**config.mk**
```make
export PLATFORM = sky130hd
export DESIGN_NAME = fir_operand_fifo
export DESIGN_NICKNAME = d
export VERILOG_FILES = /design/src/rtl/fir_operand_fifo.sv
export SDC_FILE = /design/constraint.sdc
export NUM_CORES = 1
export LEC_CHECK = 0
export ABC_AREA = 1
export CORE_ASPECT_RATIO = 0.9
export CORE_MARGIN = 4
export CORE_UTILIZATION = 48
export DETAILED_ROUTE_END_ITERATION = 10
export GPL_TIMING_DRIVEN = 0
export MAX_ROUTING_LAYER = met4
export PLACE_DENSITY = 0.76
export REMOVE_ABC_BUFFERS = 1
export SLEW_MARGIN = 20
export SYNTH_ARGS = -nofsm -noshare
export SYNTH_HDL_FRONTEND = slang
export SYNTH_SLANG_ARGS = --single-unit
```
**constraint.sdc**
```tcl
create_clock -name clk_i -period 4 [get_ports clk_i]
set_clock_uncertainty 0.2 [all_clocks]
set_input_delay 1 -clock clk_i [delete_from_list [all_inputs] [get_ports clk_i]]
set_output_delay 1 -clock clk_i [all_outputs]
set_load 0.02 [all_outputs]
```
**src/rtl/fir_operand_fifo.sv**
```systemverilog
// Operand elastic buffer between the posit decoders and the PPU core stage.
// Holds {op, fir1, fir2} plus zero/NaR flags taken from the raw posit bits.
// The flags are computed once, when the entry is pushed.

package ppu_pkg;
  typedef enum logic [1:0] {
    ADD = 2'd0,
    SUB = 2'd1,
    MUL = 2'd2,
    DIV = 2'd3
  } operation_e;

  // Decoded operand (fir) layout: {sign, total exponent, mantissa}.
  // The total exponent holds regime*2^ES + exp, with one extra bit for the sign.
  // The mantissa keeps the hidden bit.
  function automatic int fir_w(int n, int es);
    return 1 + (es + $clog2(n) + 1) + (n - es - 2);
  endfunction
endpackage

module fir_operand_fifo
  import ppu_pkg::*;
#(
  parameter int N     = 16,
  parameter int ES    = 1,
  parameter int DEPTH = 4   // power of two, >= 2
) (
  input  logic                      clk_i,
  input  logic                      rst_i,
  input  logic                      flush_i,
  input  logic                      in_valid_i,
  output logic                      in_ready_o,
  input  operation_e                op_i,
  input  logic [N-1:0]              p1_i,
  input  logic [N-1:0]              p2_i,
  input  logic [fir_w(N,ES)-1:0]    fir1_i,
  input  logic [fir_w(N,ES)-1:0]    fir2_i,
  output logic                      out_valid_o,
  input  logic                      out_ready_i,
  output operation_e                op_o,
  output logic [fir_w(N,ES)-1:0]    fir1_o,
  output logic [fir_w(N,ES)-1:0]    fir2_o,
  output logic [1:0]                zero_o,
  output logic [1:0]                nar_o,
  output logic [$clog2(DEPTH):0]    count_o
);

  localparam int FW = fir_w(N, ES);
  localparam int PW = $clog2(DEPTH);
  localparam int CW = PW + 1;
  localparam logic [N-1:0] NAR = {1'b1, {(N-1){1'b0}}};

  typedef struct packed {
    operation_e    op;
    logic [FW-1:0] fir1;
    logic [FW-1:0] fir2;
    logic [1:0]    zero;
    logic [1:0]    nar;
  } entry_t;

  entry_t        mem [DEPTH];
  entry_t        wr_entry;
  entry_t        head;
  logic [PW-1:0] wr_ptr, rd_ptr;
  logic [CW-1:0] count;
  logic          push, pop;

  // Ready and valid come only from the registered count.
  // This keeps out_ready_i from reaching in_ready_o combinationally.
  assign in_ready_o  = (count != CW'(DEPTH));
  assign out_valid_o = (count != '0);
  assign push        = in_valid_i & in_ready_o;
  assign pop         = out_valid_o & out_ready_i;
  assign count_o     = count;

  // Bit [0] of each flag pair refers to operand 1.
  assign wr_entry.op   = op_i;
  assign wr_entry.fir1 = fir1_i;
  assign wr_entry.fir2 = fir2_i;
  assign wr_entry.zero = {p2_i == '0, p1_i == '0};
  assign wr_entry.nar  = {p2_i == NAR, p1_i == NAR};

  // Update the pointers and occupancy.
  // Reset takes priority over flush, and flush over any push or pop in the same cycle.
  always_ff @(posedge clk_i) begin
    if (rst_i || flush_i) begin
      wr_ptr <= '0;
      rd_ptr <= '0;
      count  <= '0;
    end else begin
      if (push) wr_ptr <= wr_ptr + PW'(1);
      if (pop)  rd_ptr <= rd_ptr + PW'(1);
      case ({push, pop})
        2'b10:   count <= count + CW'(1);
        2'b01:   count <= count - CW'(1);
        default: count <= count;
      endcase
    end
  end

  // Write storage.
  // The storage has no reset because stale slots are never presented.
  always_ff @(posedge clk_i) begin
    if (push && !rst_i && !flush_i) mem[wr_ptr] <= wr_entry;
  end

  // Present the head entry straight from storage.
  // All outputs are forced to zero while the buffer is empty.
  always_comb begin
    head = mem[rd_ptr];
    if (!out_valid_o) head = '0;
  end

  assign op_o   = head.op;
  assign fir1_o = head.fir1;
  assign fir2_o = head.fir2;
  assign zero_o = head.zero;
  assign nar_o  = head.nar;

endmodule

```
Yosys cells after proc, flatten, opt, wreduce, memory -nomap -nowiden
Memory sizes are Yosys's and may differ from the RTL's. A register that Yosys moved wholly into a read port is not among the register bits.
Cells that the tools add are included.
{"block": "totals", "reg_bits": 7, "latchBits": 0, "ram_bits": 184, "mem_bits_ro": 0, "inputBits": 79, "out_inout_bits": 51, "word_cells": 30, "mem_count": 1}
{"block": "op_classes", "n_addsub": 4, "n_mul": 0, "div_mod_pow": 0, "magnitude_cmp": 0, "n_eq_ne": 5, "n_shift": 0, "n_mux": 6, "bitwise": 2, "reduce_logical": 9}
{"name": "mem", "depth": 4, "word_bits": 46, "read_ports": 1, "rd_clocked_by_memory_dff": 1, "wr": 1, "line": "61", "rtl": "entry_t mem [DEPTH];"}
{"op": "46-bit two-way mux", "n": 1}
{"op": "16-bit equality test, second input constant", "n": 2}
{"op": "16-bit zero test", "n": 2}
{"op": "3-bit one-hot mux with 2 select lines", "n": 1}
{"op": "2-bit by 1-bit adder with 2-bit output, second input constant", "n": 2}
{"op": "2-bit two-way mux", "n": 2}
{"op": "3-bit by 1-bit adder with 3-bit output, second input constant", "n": 1}
{"op": "3-bit != test, second input constant", "n": 1}
{"op": "3-bit nonzero test", "n": 1}
{"op": "3-bit by 1-bit subtractor with 3-bit output, second input constant", "n": 1}
{"op": "1-bit bitwise AND", "n": 2}
{"op": "2-bit by 1-bit equality test with 1-bit output, second input constant", "n": 1}
{"op": "2-bit equality test, second input constant", "n": 1}
{"op": "1-bit logical AND", "n": 2}
{"op": "1-bit zero test", "n": 2}
{"op": "1-bit two-way mux", "n": 2}
{"op": "2-bit nonzero test", "n": 1}
{"op": "1-bit logical OR", "n": 1}

Longest topological paths before layout
{"block": "depth", "ltp_word": 6, "mapped_depth": 13, "depth_no_buf": 13}

Worst setup path after synthesis
Ideal clock, no wire load.
{"block": "synth_timing", "path_kind": "input -> register", "start": "input port in_valid_i", "end": "memory mem[0][0] in the netlist's numbering, enable pin", "setup_time_ns": 0.450, "t_arrival_ns": 3.426, "required_time_ns": 3.350, "setup_slack_ns": -0.076, "stages": 3, "path_buffers": 0, "cell_sequence": "a21boi_0 -> nand2_1 -> nor2_1"}
{"block": "synth_between", "elab_chain_cells": 5}
{"item": "start: declaration", "line": "31", "rtl": "input logic in_valid_i,"}
{"item": "1-bit bitwise AND", "line": "72", "rtl": "assign push = in_valid_i & in_ready_o;"}
{"item": "1-bit logical AND (2 in a row)", "line": "104", "rtl": "if (push && !rst_i && !flush_i) mem[wr_ptr] <= wr_entry;"}
{"item": "1-bit two-way mux", "line": "104"}
{"item": "1-bit two-way mux (not written as such)", "line": "104"}
{"item": "end: declaration", "line": "61"}
No other way between the ends.

==> impl_metrics.json <==
{
  "status": "complete, no violations",
  "grt_overflow": 0,
  "peakVddDrop_v": 0.000295,
  "grt_pass1_wl_um": 25200,
  "critPathCaptureType": "primary output",
  "synth_fa_ha_area_frac": 0.0106,
  "postSynth.asyncResetShare": 0,
  "p_per_area_nw_per_um2": 425,
  "fin_tns_setup_ns": 0,
  "ant_nets": 0,
  "synth_cell_types": 21,
  "p_seq_frac": 0.531,
  "p_leak_nw": 3.36,
  "dpl.hpwl_um": 9680,
  "portBuffers": 129,
  "antenna_found_initial": 0,
  "synthCells": 647,
  "synthTopCellsByArea": "edfxtp_1 71%, nor2_1 10%, o21ai_0 5.7%, a21oi_1 3.2%, dfxtp_1 2.3%",
  "finalWeightedCongestion": 0.742,
  "ctsRootBufferMaster": "clkbuf_16",
  "p_int_mw": 3.33,
  "maxClockFrequency_ghz": 0.264,
  "h-tree-depth": 4,
  "viasPerCell": 5.26,
  "dieArea_um2": 18300,
  "fin_util": 0.635,
  "cts_buffer_depth": 2,
  "rows": 43,
  "crit_fanout": 92,
  "muxShareOfSynthArea": 0,
  "switchingPower_uw": 900,
  "slew_violations": 0,
  "avgSynthCellArea_um2": 12.0,
  "critPathArrivalTime_ns": 2.59,
  "final_nets": 858,
  "cts_hold_buf": 0,
  "synth_top_flop_cell": "edfxtp_1",
  "p_clk_frac": 0.378,
  "period_minus_slack_ns": 3.79,
  "fin_crit_sh": 0.947,
  "p_comb_frac": 0.092,
  "critical_path_class": "register to primary output",
  "synth_warnings": 0,
  "cts_tree": "done",
  "final_common_cell": "nor2_1",
  "num_io_pins": 130,
  "initial_core_util": 0.496,
  "slowest_delay_ns": 0.57,
  "antenna_cells": 0,
  "maxCapViolCount": 0,
  "layout_common_cells": "211 x nor2_1, 184 x edfxtp_1, 129 x clkdlybuf4s50_1",
  "synth_area_um2": 7770,
  "cts_inserted_buffers": 17,
  "routed_wl_um": 16300,
  "clk_latency_ns": 0.42,
  "synth_xor_area_frac": 0,
  "worstPathRequired_ns": 2.80,
  "setup_viol": 0,
  "drtIter0Drc": 388,
  "synth_top_family_by_area": "simple AND/OR/NAND/NOR gates",
  "drive_above_1_share": 0.0638,
  "switching_share": 0.213,
  "crit_path_start_kind": "register",
  "cts_num_sinks": 193,
  "slew_headroom": 0.605,
  "ys_seq_elements": 193,
  "coreArea_um2": 15700,
  "drc": 0,
  "hold_class": "register to register",
  "synth_compound_area_frac": 0.0931,
  "path_cells": "buf_16, clkinv_8, o21ai_0, a21oi_1, clkdlybuf4s50_1",
  "cp_slowest_cell": "clkdlybuf4s50_1",
  "synth_edf_count": 184,
  "rsz0062_at_grt": "no",
  "die_x_um": 142,
  "synth-simple-area-share": 0.123,
  "vias": 5187,
  "synth_top_area_share": 0.711,
  "track_usage": 0.187,
  "grt_pass1_vias": 5247,
  "wl_per_cell_um": 16.6,
  "drt_first_pass_iters": 4,
  "yosysTopAreaCell": "edfxtp_1",
  "grt_max_degree": 93,
  "worstMarginPinSlew_ns": 0.593,
  "die_h_um": 129,
  "syn_to_final_growth_pct": 28.0,
  "synth-seq-area-share": 0.735,
  "hold_viol_final": 0,
  "clk_pin_slew_ns": 0.06
}
-- synth_stat cells (4+ instances only) --
library cell / n
a21oi_1: 49
nand2_1: 23
o21ai_0: 89
dfxtp_1: 9
clkbuf_1: 12
edfxtp_1: 184
buf_6: 8
ha_1: 5
inv_1: 19
buf_4: 6
nand3_1: 4
o21ai_1: 5
buf_2: 6
nor2_1: 215
-- worst max-delay path, delay by kind of cell, from the launching register on --
kind | cells | cell delay, ns
AOI/OAI and AO/OA | 2 | 0.43
buffers and inverters | 3 | 1.17
DFF | 1 | 0.51
-- metal layers --
| metal | GRT usage | share of wire | vias up |
|---|---|---|---|
| met5 | - | 0 | - |
| met1 | 0.218 | 0.39 | 2436 |
| met3 | 0.0554 | 0.084 | 23 |
| li1 | - | - | 2499 |
| met4 | 0.0570 | 0.011 | 0 |
| met2 | 0.314 | 0.51 | 229 |
-- metrics by stage --
step | power (mW) | instance area, um2 | hold slack [ns] | cells | setup WS [ns]
after global placement | 2.66 | 9100 | 0.269 | 945 | -2.52
after CTS | 4.26 | 9920 | 0.300 | 985 | 0.00212
after floorplan | 2.45 | 7550 | 0.260 | 614 | -0.398
after detailed placement | 2.68 | 9350 | 0.312 | 955 | 0.259
final | 4.23 | 9940 | 0.301 | 986 | 0.213
after global routing | 4.38 | 9940 | 0.332 | 986 | 0.0361
-- path summary, 6_finish.rpt --
check,cells after the start,start,slack [ns],to
worst min register to register,2,rd_ptr[1],0.30,register
worst max register to register,5,count_o[1],1.66,mem[0][6]
worst max-delay path,5,register,0.21,fir1_o[0]
worst min-delay path,2,rd_ptr[1],0.30,register
-- cells by family after synthesis --
family / after synthesis
AOI/OAI and AO/OA: 144
adders and majority gates: 6
buffers and inverters: 55
DFF: 193
and+or+nand+nor: 249
-- state kept, by name, indices dropped and copies added, names as in the netlist, named ones only --
| name | flops |
|---|---|
| mem | 184 |
| count_o | 3 |
| rd_ptr | 2 |
| wr_ptr | 2 |
-- cell type report --
type                    instances  area, um2
clock buffers                  18        429
clock inverters                12        136
fillers                      1104       5710
inverters                      22        100
multi-input cells             399       1790
flip-flops and latches        193       5710
well taps                     202        253
repair buffers                140       1520
-- what timing repair did --
item,4_1_cts,5_1_grt
resized for setup,2,5
setup endpoints to repair,46,46
buffers inserted,0,1
-- power by group through the flow --
stage | combinational [mW] | sequential, mW | clock, mW
after floorplan | 0.151 | 2.29 | 0
after global placement | 0.360 | 2.30 | 0
after detailed placement | 0.387 | 2.29 | 0
after CTS | 0.390 | 2.25 | 1.62
after global routing | 0.421 | 2.24 | 1.72
final | 0.389 | 2.24 | 1.60
Power figures use the tool's default switching activity.
